### src/rtl/flappy_game_ctrl_pkg.sv
// Shared state encodings and start-up constants for the Flappy Bird game controller.
package flappy_game_ctrl_pkg;

    typedef enum logic [1:0] {
        ST_IDLE = 2'd0,
        ST_FLY  = 2'd1,
        ST_DEAD = 2'd2
    } game_state_t;

    localparam int SCREEN_H    = 640;
    localparam int BIRD_START  = 232;
    localparam int PIPE0_START = 640;
    localparam int PIPE1_START = 960;
    localparam int GAP_BASE    = 60;
    localparam int GAP_RESET   = 180;

    localparam logic [7:0] LFSR_SEED = 8'hA5;

    // Fresh gaps land in 60..315 so the opening always stays on screen.
    function automatic logic [8:0] gap_from_lfsr(input logic [7:0] r);
        return 9'(GAP_BASE) + {1'b0, r};
    endfunction

endpackage

### src/rtl/flappy_game_ctrl_lfsr8.sv
// Free-running 8-bit Fibonacci LFSR (x^8+x^6+x^5+x^4+1) used to pick pipe gaps.
module lfsr8
    import flappy_game_ctrl_pkg::*;
(
    input  logic       clk,
    input  logic       rstn,
    output logic [7:0] q
);

    always_ff @(posedge clk or negedge rstn) begin
        if (!rstn) begin
            q <= LFSR_SEED;
        end else begin
            q <= {q[6:0], q[7] ^ q[5] ^ q[4] ^ q[3]};
        end
    end

endmodule

### src/rtl/flappy_game_ctrl.sv
// Frame-stepped Flappy Bird sequencer: play state, bird physics, two scrolling pipes,
// collision detection and a saturating score, all held in registers.
module flappy_game_ctrl
    import flappy_game_ctrl_pkg::*;
#(
    parameter int BIRD_X   = 160,
    parameter int GROUND_Y = 440,
    parameter int PIPE_W   = 48,
    parameter int GAP_H    = 120,
    parameter int PIPE_SPD = 2,
    parameter int FLAP_V   = -6,
    parameter int VMAX     = 8
) (
    input  logic       clk,
    input  logic       rstn,
    input  logic       frame_tick,
    input  logic       flap,
    input  logic       invincible,
    output logic [1:0] state,
    output logic [7:0] score,
    output logic [9:0] bird_y,
    output logic [9:0] pipe0_x,
    output logic [9:0] pipe1_x,
    output logic [8:0] pipe0_gap,
    output logic [8:0] pipe1_gap
);

    localparam logic signed [4:0]  FLAP_VEL  = 5'(FLAP_V);
    localparam logic signed [4:0]  VEL_MAX   = 5'(VMAX);
    localparam logic signed [10:0] FLOOR_TOP = 11'(GROUND_Y - 16);
    localparam logic [9:0]         SCORE_X   = 10'(BIRD_X - PIPE_W);
    localparam logic [9:0]         SPD       = 10'(PIPE_SPD);

    game_state_t       st;
    logic signed [4:0] vel;
    logic              flap_pend;
    logic [7:0]        lfsr_q;

    logic               flap_now;
    logic signed [10:0] y_next;
    logic signed [4:0]  vel_next;
    logic [9:0]         x0_next, x1_next, y_fly;
    logic [8:0]         g0_next, g1_next;
    logic               ceil_hit, floor_hit, pipe_any, died;
    logic [1:0]         passes;
    logic [8:0]         score_sum;
    logic [7:0]         score_next;

    lfsr8 u_lfsr (
        .clk  (clk),
        .rstn (rstn),
        .q    (lfsr_q)
    );

    assign state = st;

    // Overlap test of the 16x16 bird against one pipe, outside its gap.
    function automatic logic pipe_hit(input logic [9:0] x, input logic [8:0] gap,
                                      input logic signed [10:0] y);
        int xi, gi, yi;
        xi = int'(x);
        gi = int'(gap);
        yi = int'(y);
        return (BIRD_X + 16 > xi) && (BIRD_X < xi + PIPE_W) &&
               ((yi < gi) || (yi + 16 > gi + GAP_H));
    endfunction

    always_comb begin
        flap_now = flap | flap_pend;
        y_next   = $signed({1'b0, bird_y}) + 11'(vel);

        if (flap_now)             vel_next = FLAP_VEL;
        else if (vel >= VEL_MAX)  vel_next = VEL_MAX;
        else                      vel_next = vel + 5'sd1;

        x0_next = (pipe0_x == '0) ? 10'(SCREEN_H) : pipe0_x - SPD;
        x1_next = (pipe1_x == '0) ? 10'(SCREEN_H) : pipe1_x - SPD;
        g0_next = (pipe0_x == '0) ? gap_from_lfsr(lfsr_q) : pipe0_gap;
        g1_next = (pipe1_x == '0) ? gap_from_lfsr(lfsr_q) : pipe1_gap;

        ceil_hit  = y_next[10];
        floor_hit = y_next >= FLOOR_TOP;
        pipe_any  = !invincible && (pipe_hit(x0_next, g0_next, y_next) ||
                                    pipe_hit(x1_next, g1_next, y_next));
        died      = ceil_hit | floor_hit | pipe_any;

        if (ceil_hit)       y_fly = '0;
        else if (floor_hit) y_fly = 10'(GROUND_Y - 16);
        else                y_fly = y_next[9:0];

        passes     = {1'b0, (x0_next == SCORE_X)} + {1'b0, (x1_next == SCORE_X)};
        score_sum  = {1'b0, score} + {7'b0, passes};
        score_next = score_sum[8] ? 8'hFF : score_sum[7:0];
    end

    // Everything advances only on frame ticks; flaps between ticks are latched.
    always_ff @(posedge clk or negedge rstn) begin
        if (!rstn) begin
            st        <= ST_IDLE;
            score     <= '0;
            bird_y    <= 10'(BIRD_START);
            vel       <= '0;
            pipe0_x   <= 10'(PIPE0_START);
            pipe1_x   <= 10'(PIPE1_START);
            pipe0_gap <= 9'(GAP_RESET);
            pipe1_gap <= 9'(GAP_RESET);
            flap_pend <= 1'b0;
        end else if (frame_tick) begin
            flap_pend <= 1'b0;
            case (st)
                ST_IDLE: begin
                    if (flap_now) begin
                        st    <= ST_FLY;
                        vel   <= FLAP_VEL;
                        score <= '0;
                    end
                end
                ST_FLY: begin
                    vel       <= vel_next;
                    bird_y    <= y_fly;
                    pipe0_x   <= x0_next;
                    pipe1_x   <= x1_next;
                    pipe0_gap <= g0_next;
                    pipe1_gap <= g1_next;
                    if (died) st <= ST_DEAD;
                    else      score <= score_next;
                end
                ST_DEAD: begin
                    if (flap_now) begin
                        st        <= ST_IDLE;
                        vel       <= '0;
                        bird_y    <= 10'(BIRD_START);
                        pipe0_x   <= 10'(PIPE0_START);
                        pipe1_x   <= 10'(PIPE1_START);
                        pipe0_gap <= gap_from_lfsr(lfsr_q);
                        pipe1_gap <= gap_from_lfsr(lfsr_q);
                    end
                end
                default: st <= ST_IDLE;
            endcase
        end else if (flap) begin
            flap_pend <= 1'b1;
        end
    end

endmodule

### config.mk
export PLATFORM = sky130hd
export DESIGN_NAME = flappy_game_ctrl
export DESIGN_NICKNAME = d
export VERILOG_FILES = /design/src/rtl/flappy_game_ctrl_pkg.sv /design/src/rtl/flappy_game_ctrl_lfsr8.sv /design/src/rtl/flappy_game_ctrl.sv
export SDC_FILE = /design/constraint.sdc
export NUM_CORES = 1
export LEC_CHECK = 0
export BUFFER_PORTS_ARGS = -buffer_cell sky130_fd_sc_hd__buf_2
export CORE_ASPECT_RATIO = 1.2
export CORE_MARGIN = 2
export CORE_UTILIZATION = 60
export CTS_CLUSTER_DIAMETER = 200
export DETAILED_ROUTE_END_ITERATION = 10
export HOLD_SLACK_MARGIN = 0.1
export PLACE_DENSITY = 0.85
export SETUP_SLACK_MARGIN = 0.02
export SLEW_MARGIN = 0
export SYNTH_ARGS = -nofsm -noshare
export SYNTH_HDL_FRONTEND = slang
export SYNTH_HIERARCHICAL = 1
export SYNTH_SLANG_ARGS = --single-unit
### constraint.sdc
create_clock -name clk -period 7.25 [get_ports clk]
set_clock_uncertainty 0.1 [all_clocks]
set_input_delay 0.3625 -clock clk [delete_from_list [all_inputs] [get_ports clk]]
set_output_delay 0.3625 -clock clk [all_outputs]
set_load 0.01 [all_outputs]
Word level (Yosys, flattened, before mapping):

Cells that the tools add are included.

* logic and storage cells: 96
* input bits: 5
* output and inout port bits: 58
* bits in registers: 72

* $add $sub $neg: 12
* magnitude comparators: 10
* reductions and logical operators: 20
* mux-type cells: 30
* equality and inequality tests: 8
* bitwise operators: 6

Operator list (count)
* $mux W10: 7
* $pmux W10 S2: 3
* $pmux W9 S2: 2
* $mux W9: 3
* $gt A12 B11 Y1: 2
* $mux W8: 3
* $add A10 B6 Y11 const B: 2
* $lt A11 B10 Y1: 2
* $lt A8 B11 Y1 const A: 2
* $add A9 B7 Y10 const B: 2
* $eq A10 B7 Y1 const B: 2
* $gt A8 B10 Y1 const A: 2
* $logic_not A10 Y1: 2
* $mux W5: 4
* $sub A10 B2 Y10 const B: 2
* $pmux W8 S2: 1
* $pmux W5 S3: 1
* $add A11 B6 Y12 const B: 1
* $reduce_and A4 Y1: 3
* $add A11 B5 Y11: 1
* $ge A11 B10 Y1 const B: 1
* $add A6 B8 Y9 const A: 1
* $add A8 B2 Y9: 1
* $ne A2 B2 Y1 const B: 4
* 17 further kinds: 32

Depth between registers and ports, before layout:

Gate-level depths: netlist of the first run.

* word-level depth: 11
* mapped depth: 21
* mapped depth without buffers: 21

Cells and area by module:

Netlist of the first run, hierarchy kept.

By module, submodules not included
* flappy_game_ctrl: area an instance 5709.2 sq um, cells each 681, instances 1
* lfsr8: area an instance 231.5 sq um, cells each 11, instances 1

Worst setup path before layout of the first run:

OpenSTA, ideal clock, no wires.

* path kind: flip-flop to flip-flop
* start point: register pipe1_x[3]
* end point: register st[0] (netlist: state[0])
* data arrival time: 4050 ps
* buffers on the path: 1
* cell stages (with the launch flop): 19
* setup slack: 2975 ps
* library setup time: 125 ps
* path through: dfrtp_1 > buf_2 > or3_1 > nor2_1 > nand3_1 > a21oi_1 > ha_1 > nand3_1 > xor2_1 > ha_1 > nand4_1 > o21bai_1 > a31oi_1 > nor2_1 > a21o_1 > o21ai_1 > a21oi_2 > a21oi_2 > mux2_4

* word-level cells in the longest chain between the ends: 11
* elaborated cells between the ends (all ways): 18

Ends and longest elaborated chain
* from (decl): line flappy_game_ctrl.sv:23 `output logic [9:0] pipe1_x,`
* from (signal assigned): line flappy_game_ctrl.sv:104 `pipe1_x <= 10'(PIPE1_START);`
* from (signal assigned): line flappy_game_ctrl.sv:122 `pipe1_x <= x1_next;`
* from (signal assigned): line flappy_game_ctrl.sv:134 `pipe1_x <= 10'(PIPE1_START);`
* $sub A10 B2 Y10 or $logic_not A10 Y1 (tied branches): line flappy_game_ctrl.sv:77, flappy_game_ctrl.sv:79
* $mux W10 or $mux W9 (tied branches): line flappy_game_ctrl.sv:77, flappy_game_ctrl.sv:79
* $add A10 B6 Y11 or $add A9 B7 Y10 (tied branches): line flappy_game_ctrl.sv:64, flappy_game_ctrl.sv:65
* $lt A8 B11 Y1 or $gt A12 B11 Y1 (tied branches): line flappy_game_ctrl.sv:64, flappy_game_ctrl.sv:65
* $logic_and A1 B1 Y1 or $logic_or A1 B1 Y1 (tied branches): line flappy_game_ctrl.sv:64, flappy_game_ctrl.sv:65
* $logic_and A1 B1 Y1 *: line flappy_game_ctrl.sv:64 `return (BIRD_X + 16 > xi) && (BIRD_X < xi + PIPE_W) &&`
* $logic_or A1 B1 Y1 *: line flappy_game_ctrl.sv:83 `pipe_any = !invincible && (pipe_hit(x0_next, g0_next, y_next) ||`
* $logic_and A1 B1 Y1 *: line flappy_game_ctrl.sv:83
* $or A1 B1 Y1 *: line flappy_game_ctrl.sv:85 `died = ceil_hit | floor_hit | pipe_any;`
* $ne A2 B2 Y1 (no line) *
* $reduce_and A4 Y1 (no line) *
* to (signal assigned): line flappy_game_ctrl.sv:99 `st <= ST_IDLE;`
* to (signal assigned): line flappy_game_ctrl.sv:113 `st <= ST_FLY;`
* to (signal assigned): line flappy_game_ctrl.sv:125 `if (died) st <= ST_DEAD;`
* to (decl): line flappy_game_ctrl.sv:34 `game_state_t st;`

Every way passes the cells marked *; elsewhere a longest branch is shown, timed or not.
A chain may end at the register's enable or synchronous reset.

Worst setup path after layout of the first run:

* start point: register pipe0_x[3]
* end point: register st[0] (netlist: state[0])

* word-level cells in the longest chain between the ends: 11
* elaborated cells between the ends (all ways): 18

Ends and longest elaborated chain
* from (decl): line flappy_game_ctrl.sv:22 `output logic [9:0] pipe0_x,`
* from (signal assigned): line flappy_game_ctrl.sv:103 `pipe0_x <= 10'(PIPE0_START);`
* from (signal assigned): line flappy_game_ctrl.sv:121 `pipe0_x <= x0_next;`
* from (signal assigned): line flappy_game_ctrl.sv:133 `pipe0_x <= 10'(PIPE0_START);`
* $sub A10 B2 Y10 or $logic_not A10 Y1 (tied branches): line flappy_game_ctrl.sv:76, flappy_game_ctrl.sv:78
* $mux W10 or $mux W9 (tied branches): line flappy_game_ctrl.sv:76, flappy_game_ctrl.sv:78
* $add A10 B6 Y11 or $add A9 B7 Y10 (tied branches): line flappy_game_ctrl.sv:64, flappy_game_ctrl.sv:65
* $lt A8 B11 Y1 or $gt A12 B11 Y1 (tied branches): line flappy_game_ctrl.sv:64, flappy_game_ctrl.sv:65
* $logic_and A1 B1 Y1 or $logic_or A1 B1 Y1 (tied branches): line flappy_game_ctrl.sv:64, flappy_game_ctrl.sv:65
* $logic_and A1 B1 Y1 *: line flappy_game_ctrl.sv:64
* $logic_or A1 B1 Y1 *: line flappy_game_ctrl.sv:83
* $logic_and A1 B1 Y1 *: line flappy_game_ctrl.sv:83
* $or A1 B1 Y1 *: line flappy_game_ctrl.sv:85
* $ne A2 B2 Y1 (no line) *
* $reduce_and A4 Y1 (no line) *

Marks and branches as above.

==> flow_summary.ini, run 1 <==
[status]
run_status = completed

[logic_synthesis]
synth_commonest_cells = nand2_1 (63), ha_1 (61), nor2_1 (61), o21ai_0 (61)
synth-edff-count = 0
syn_nets = 760
synth-async-reset-ratio_pct = 100.0
synthDistinctLibCells = 80
postSynthCellCount = 692
yosys.area.top_type = dfrtp_1
syn_avg_cell_area_um2 = 8.585
ys.flop_type = dfrtp_1
synth_most_common_cell = nand2_1
synth_warnings = 6
ys_seq_elements = 72
yosysSeqAreaShare_pct = 30.79
netlist_area_um2 = 5941
netlist_top_cells_area = dfrtp_1 (21%), ha_1 (13%), dfstp_2 (9.7%), o21ai_0 (5.1%), a21oi_1 (4.2%)
yosysTopAreaCellShare_pct = 21.06

[floorplanning]
core-area_um2 = 9564
core.rowCount = 39
initial_core_util_pct = 62.11
die-area_um2 = 10720
die_y_um = 113
fp.dieW_um = 94.84
ioPinCount = 63

[timing]
rsz0062_at_grt = false
slew_headroom_pct = 38.60
clock.fmax_ghz = 0.1901
tightest_slew_ps = 921.1
layout_min_cycle_time_ps = 5260
final-setup-viol-count = 0
whs_ps = 135.6
finalMaxSlewViolations = 0
setup_ws_ps = 1990
hold_violations = 0
timing.setup.tns_ps = 0
fin_crit_sh_pct = 72.56

[global_route]
grt_overflow = 0
grt_use_total_pct = 30.80
antenna_found_initial = 0
grt_first_pass_wirelength_um = 26360
grt_max_degree = 73
first_global_vias = 5445

[worst_setup_path]
max_stage_delay_ps = 750
reg2reg_depth = 15
crit_buf_inv = 0
crit_fanout = 18
r2r-start = pipe0_x[3]$_DFFE_PN0P_
r2r-end = state[0]$_DFFE_PN0P_
crit_required_ps = 7380
critPathCaptureType = register
crit_type = register to register
path_delay_family = compound AO/OA/AOI/OAI gates
r2r_slack_ps = 1990
start_kind = register
cp_cell_sequence = nor4_2 -> nand4_1 -> a21oi_1 -> ha_1 -> nand3_1 -> xor2_1 -> ha_1 -> nand4_1 -> o32ai_1 -> a31oi_1 -> o41ai_1 -> o21ai_1 -> a21oi_2 -> a21oi_2 -> mux2_4
crit_cells = 15
cp.arrival_ps = 5390
crit_slowest_cell = nand4_1

[routing]
drt-met1-wl_um = 6571
met2_length_um = 7681
viasPerCell = 6.475
drcViolationCount = 0
postRouteAntennaNets = 0
drt_iter0_markers = 458
via_count = 5633
wl_per_cell_um = 18.26
top_layer = met4
totalWireLength_um = 15890
dr.pass1.iters = 5
wl_met3_um = 1065

[power]
cellLeakagePower_nw = 3.009
worst_ir_drop_vdd_v = 0.0002573
power_density_nw_per_um2 = 560.5
p_total_w = 0.003701

[final_layout]
drive_above_1_share_pct = 17.80
area_growth_pct = 11.14
fillCellCount = 800
num_antenna_cells = 0
regArea_um2 = 1829
nets = 810
multiInputGateArea_um2 = 3865

[cts]
cts_resized = 0
cts_max_path_buffers = 2
clkTransAtPathRegs_ps = 60
numCtsBuffers = 9
h-tree-depth = 3
insertion_delay_ps = 350
cts.sinks = 72
post_cts_buffers = 0
root_buffer = clkbuf_16
cts_tree = built
cts_hold_buf = 0

[hold_path]
hp-class = input port to asynchronous set/reset pin

[place]
port_buffers = 62
dpl.hpwl_um = 11690
gp_congestion = 0.9868
place_ws_ps = 2173

[job]
drv_cap = 0
[worst max-delay path by stage]
stage / start / to / slack [ps]
after global routing: pipe0_x[3]$_DFFE_PN0P_ / state[0]$_DFFE_PN0P_ / 1660
final: pipe0_x[3]$_DFFE_PN0P_ / state[0]$_DFFE_PN0P_ / 1990
after detailed placement: pipe0_x[3]$_DFFE_PN0P_ / state[0]$_DFFE_PN0P_ / 2170
after global placement: pipe1_x[3]$_DFFE_PN0P_ / state[0]$_DFFE_PN0P_ / 2350
after CTS: pipe0_x[3]$_DFFE_PN0P_ / state[0]$_DFFE_PN0P_ / 2160
after floorplan: pipe1_x[3]$_DFFE_PN0P_ / state[0]$_DFFE_PN0P_ / 2980
[kinds of logic after synthesis]
family | synth area share, %
xor gates and xnor gates | 3.981
muxes | 3.117
DFF | 30.79
AOI/OAI and AO/OA | 25.15
adders and majority gates | 13.52
buffers and inverters | 4.149
and+or+nand+nor | 19.29
[registers in the layout, indices dropped and copies added (netlist names)]
| register | cells |
|---|---|
| state | 2 |
| pipe1_x | 10 |
| pipe1_gap | 9 |
| flap_pend | 1 |
| pipe0_gap | 9 |
| u_lfsr/q | 8 |
| vel | 5 |
| score | 8 |
| bird_y | 10 |
| pipe0_x | 10 |
[layout by cell type (no fill, tap or decap), types with 6 or more instances in the layout]
cell,Yosys,routed
nor2_1,61,61
xnor2_1,13,13
o31ai_1,8,8
a211oi_1,9,9
nand2_1,63,63
a21oi_1,50,50
mux2i_1,8,8
clkbuf_16,0,9
and3_1,7,7
o21ai_0,61,61
o22ai_1,6,6
nor2b_1,7,7
buf_2,4,62
mux2_2,8,8
a31oi_1,8,8
nand3_1,25,25
a21o_1,8,8
nand4_1,10,10
and2_1,6,6
dfrtp_1,50,50
or3_1,7,7
ha_1,61,61
nor3_1,9,9
xor2_1,14,14
dfstp_2,22,22
inv_1,34,34
o21a_1,6,6
[final cells by class]
| cell class | count | area share (%) |
|---|---|---|
| Clock buffer | 10 | 3.619 |
| Clock inverter | 6 | 0.6633 |
| Inverter | 35 | 1.990 |
| Multi-Input combinational cell | 558 | 58.54 |
| Sequential cell | 72 | 27.71 |
| Tap cell | 123 | 2.331 |
| Timing Repair Buffer | 66 | 5.154 |
[metal layers]
layer	track usage [%]	up-vias
li1	-	2650
met1	39.99	2684
met2	50.83	252
met3	3.928	47
met4	14.30	0
met5	0	-
[stage by stage]
| stage | instances | area, µm² | utilization (%) |
|---|---|---|---|
| after floorplan | 692 | 5941 | - |
| after global placement | 854 | 6320 | 66.08 |
| after detailed placement | 854 | 6320 | 66.08 |
| after CTS | 870 | 6603 | 69.03 |
| after global routing | 870 | 6603 | 69.03 |
| final | 870 | 6603 | 69.03 |
[report_power, final]
group / switching (W) / total [W] / internal, W
combinational: 0.00159 / 0.00259 / 0.00101
sequential: 0.000148 / 0.000680 / 0.000532
clock: 0.000185 / 0.000426 / 0.000241
total: 0.00192 / 0.00370 / 0.00178
(Power assumes the default switching activity.)
==> inputs of run 2 (changes only) <==
--- a/config.mk
+++ b/config.mk
@@ -8,11 +8,11 @@
 export BUFFER_PORTS_ARGS = -buffer_cell sky130_fd_sc_hd__buf_2
 export CORE_ASPECT_RATIO = 1.2
 export CORE_MARGIN = 2
-export CORE_UTILIZATION = 60
+export CORE_UTILIZATION = 55
 export CTS_CLUSTER_DIAMETER = 200
 export DETAILED_ROUTE_END_ITERATION = 10
 export HOLD_SLACK_MARGIN = 0.1
-export PLACE_DENSITY = 0.85
+export PLACE_DENSITY = 0.82
 export SETUP_SLACK_MARGIN = 0.02
 export SLEW_MARGIN = 0
 export SYNTH_ARGS = -nofsm -noshare
==> constraint.sdc (replaced) <==
create_clock -name clk -period 4.4 [get_ports clk]
set_clock_uncertainty 0.1 [all_clocks]
set_input_delay 0.22 -clock clk [delete_from_list [all_inputs] [get_ports clk]]
set_output_delay 0.22 -clock clk [all_outputs]
set_load 0.01 [all_outputs]
==> run 2 against run 1 <==
Net effect:
- flip-flop and latch count did not move
- via count is 5.5% higher
- register-to-register slack worse by 1900 ps
- design area grew 9.9%
- sequential share of layout area shrank 2.5 points
- highest routed layer unchanged
- critical endpoint unchanged
- first-iteration DRC count decreased by 6.3%
==> flow_summary.ini, run 2 (synthesis results as in run 1) <==
[status]
run_status = completed

[cts]
h-tree-depth = 3
numCtsBuffers = 9
cts_tree = built
clkTransAtPathRegs_ps = 60
cts_max_path_buffers = 2
cts.sinks = 72
insertion_delay_ps = 340
root_buffer = clkbuf_16

[routing]
viasPerCell = 6.436
drt_iter0_markers = 429
drcViolationCount = 0
postRouteAntennaNets = 0
via_count = 5940
dr.pass1.iters = 5
wl_per_cell_um = 18.72
totalWireLength_um = 17280

[timing]
layout_min_cycle_time_ps = 4299
clock.fmax_ghz = 0.2326
final-setup-viol-count = 0
timing.setup.tns_ps = 0
fin_crit_sh_pct = 97.71
tightest_slew_ps = 931.1
finalMaxSlewViolations = 0
hold_violations = 0
rsz0062_at_grt = true
slew_headroom_pct = 37.35
setup_ws_ps = 100.7

[worst_setup_path]
crit_fanout = 5
crit_required_ps = 4530
critPathCaptureType = register
crit_type = register to register
start_kind = register
cp.arrival_ps = 4430

[global_route]
grt_overflow = 0
grt-busiest-layer = met2
use_met1_pct = 35.86
antenna_found_initial = 0
first_global_vias = 5653
grtUsageMet2_pct = 49.45
grt_util_met3_pct = 4.216
grt_use_total_pct = 28.90
grt_first_pass_wirelength_um = 27600
grt_max_degree = 40

[final_layout]
finalNonFillerCells = 923
reg_top3 = bird_y: 10 flops, pipe0_x: 10 flops, pipe1_x: 10 flops
nets = 857
final_cell_mix = nand2_1 (62), buf_2 (62), nor2_1 (59), o21ai_0 (59), ha_1 (51)
fillCellCount = 810
drive_above_1_share_pct = 27.33
area_growth_pct = 22.20
num_antenna_cells = 0

[floorplanning]
die-area_um2 = 11650
die_y_um = 117.9
core.rowCount = 41
core-area_um2 = 10520
fp.dieW_um = 98.88
ioPinCount = 63
initial_core_util_pct = 56.49

[place]
port_buffers = 62
place_ws_ps = -95.00
placedCellCount = 899
gp_congestion = 1.069
dpl.hpwl_um = 12730

[job]
drv_cap = 0

[hold_path]
hp-class = input port to register
run 2: stage by stage:
stage	hold WS (ps)	util (%)	area [µm²]
3_3_place_gp	234.8	63.07	6633
4_1_cts	108.7	66.96	7042
6_report	111.1	69.03	7259
3_5_place_dp	257.6	63.07	6633
5_1_grt	151.8	69.03	7259
2_1_floorplan	-175.6	-	5941
run 2: worst paths after layout:
check | startpoint | to | slack [ps] | depth (start not counted)
setup / recovery | vel[0]$_DFFE_PN0P_ | state[0]$_DFFE_PN0P_ | 100 | 20
hold / removal | flap | flap_pend$_DFFE_PN0P_ | 110 | 3
setup reg to reg | vel[0]$_DFFE_PN0P_ | state[0]$_DFFE_PN0P_ | 100 | 20
hold reg to reg | u_lfsr/q[6]$_DFF_PN0_ | u_lfsr/q[7]$_DFF_PN1_ | 330 | 0
max in group asynchronous | rstn | pipe1_x[7]$_DFFE_PN1P_ | 2770 | 3
min in group asynchronous | rstn | u_lfsr/q[4]$_DFF_PN0_ | 400 | 2
run 2: area by class of cell:
cell class / instances / area [µm²] / share of cell area [%]
flip-flops and latches: 72 / 1829 / 25.20
clock inverters: 7 / 78.83 / 1.086
inverters: 35 / 131.4 / 1.810
multi-input cells: 558 / 4119 / 56.74
well taps: 129 / 161.4 / 2.223
repair buffers: 113 / 714.4 / 9.841
clock buffers: 9 / 225.2 / 3.102
run 2: metal layers:
metal  routed length, µm  vias to the layer above
met5                   0                        -
met2                8604                      265
met3                1033                       57
li1                    -                     2747
met1                7032                     2871
met4                 607                        0
run 2: worst max-delay path: stages (launching register included):
cell and delay (ps):
dfrtp_1 390, ha_2 200, inv_2 60, fa_2 230, nor2b_4 60, o21a_1 180, or3_4 340, and2_4 170
buf_6 120, ha_4 160, xor2_1 180, ha_1 310, nand4_1 150, o21bai_1 210, a31oi_2 280, nor2_1 70
a21o_1 190, o21ai_2 180, a21oi_2 110, a21oi_2 160, mux2_4 310
run 2: what timing repair did:
action	in CTS	in global routing
setup endpoints to repair	7	10
gates resized for setup	15	37
hold endpoints to repair	28	0
buffers inserted	3	3
pin swaps	6	15
hold buffers	2	0
Power of run 2 is left out: the tool's default activity adds up to more than one toggle a clock period on the data nets, which glitch-free logic cannot reach.
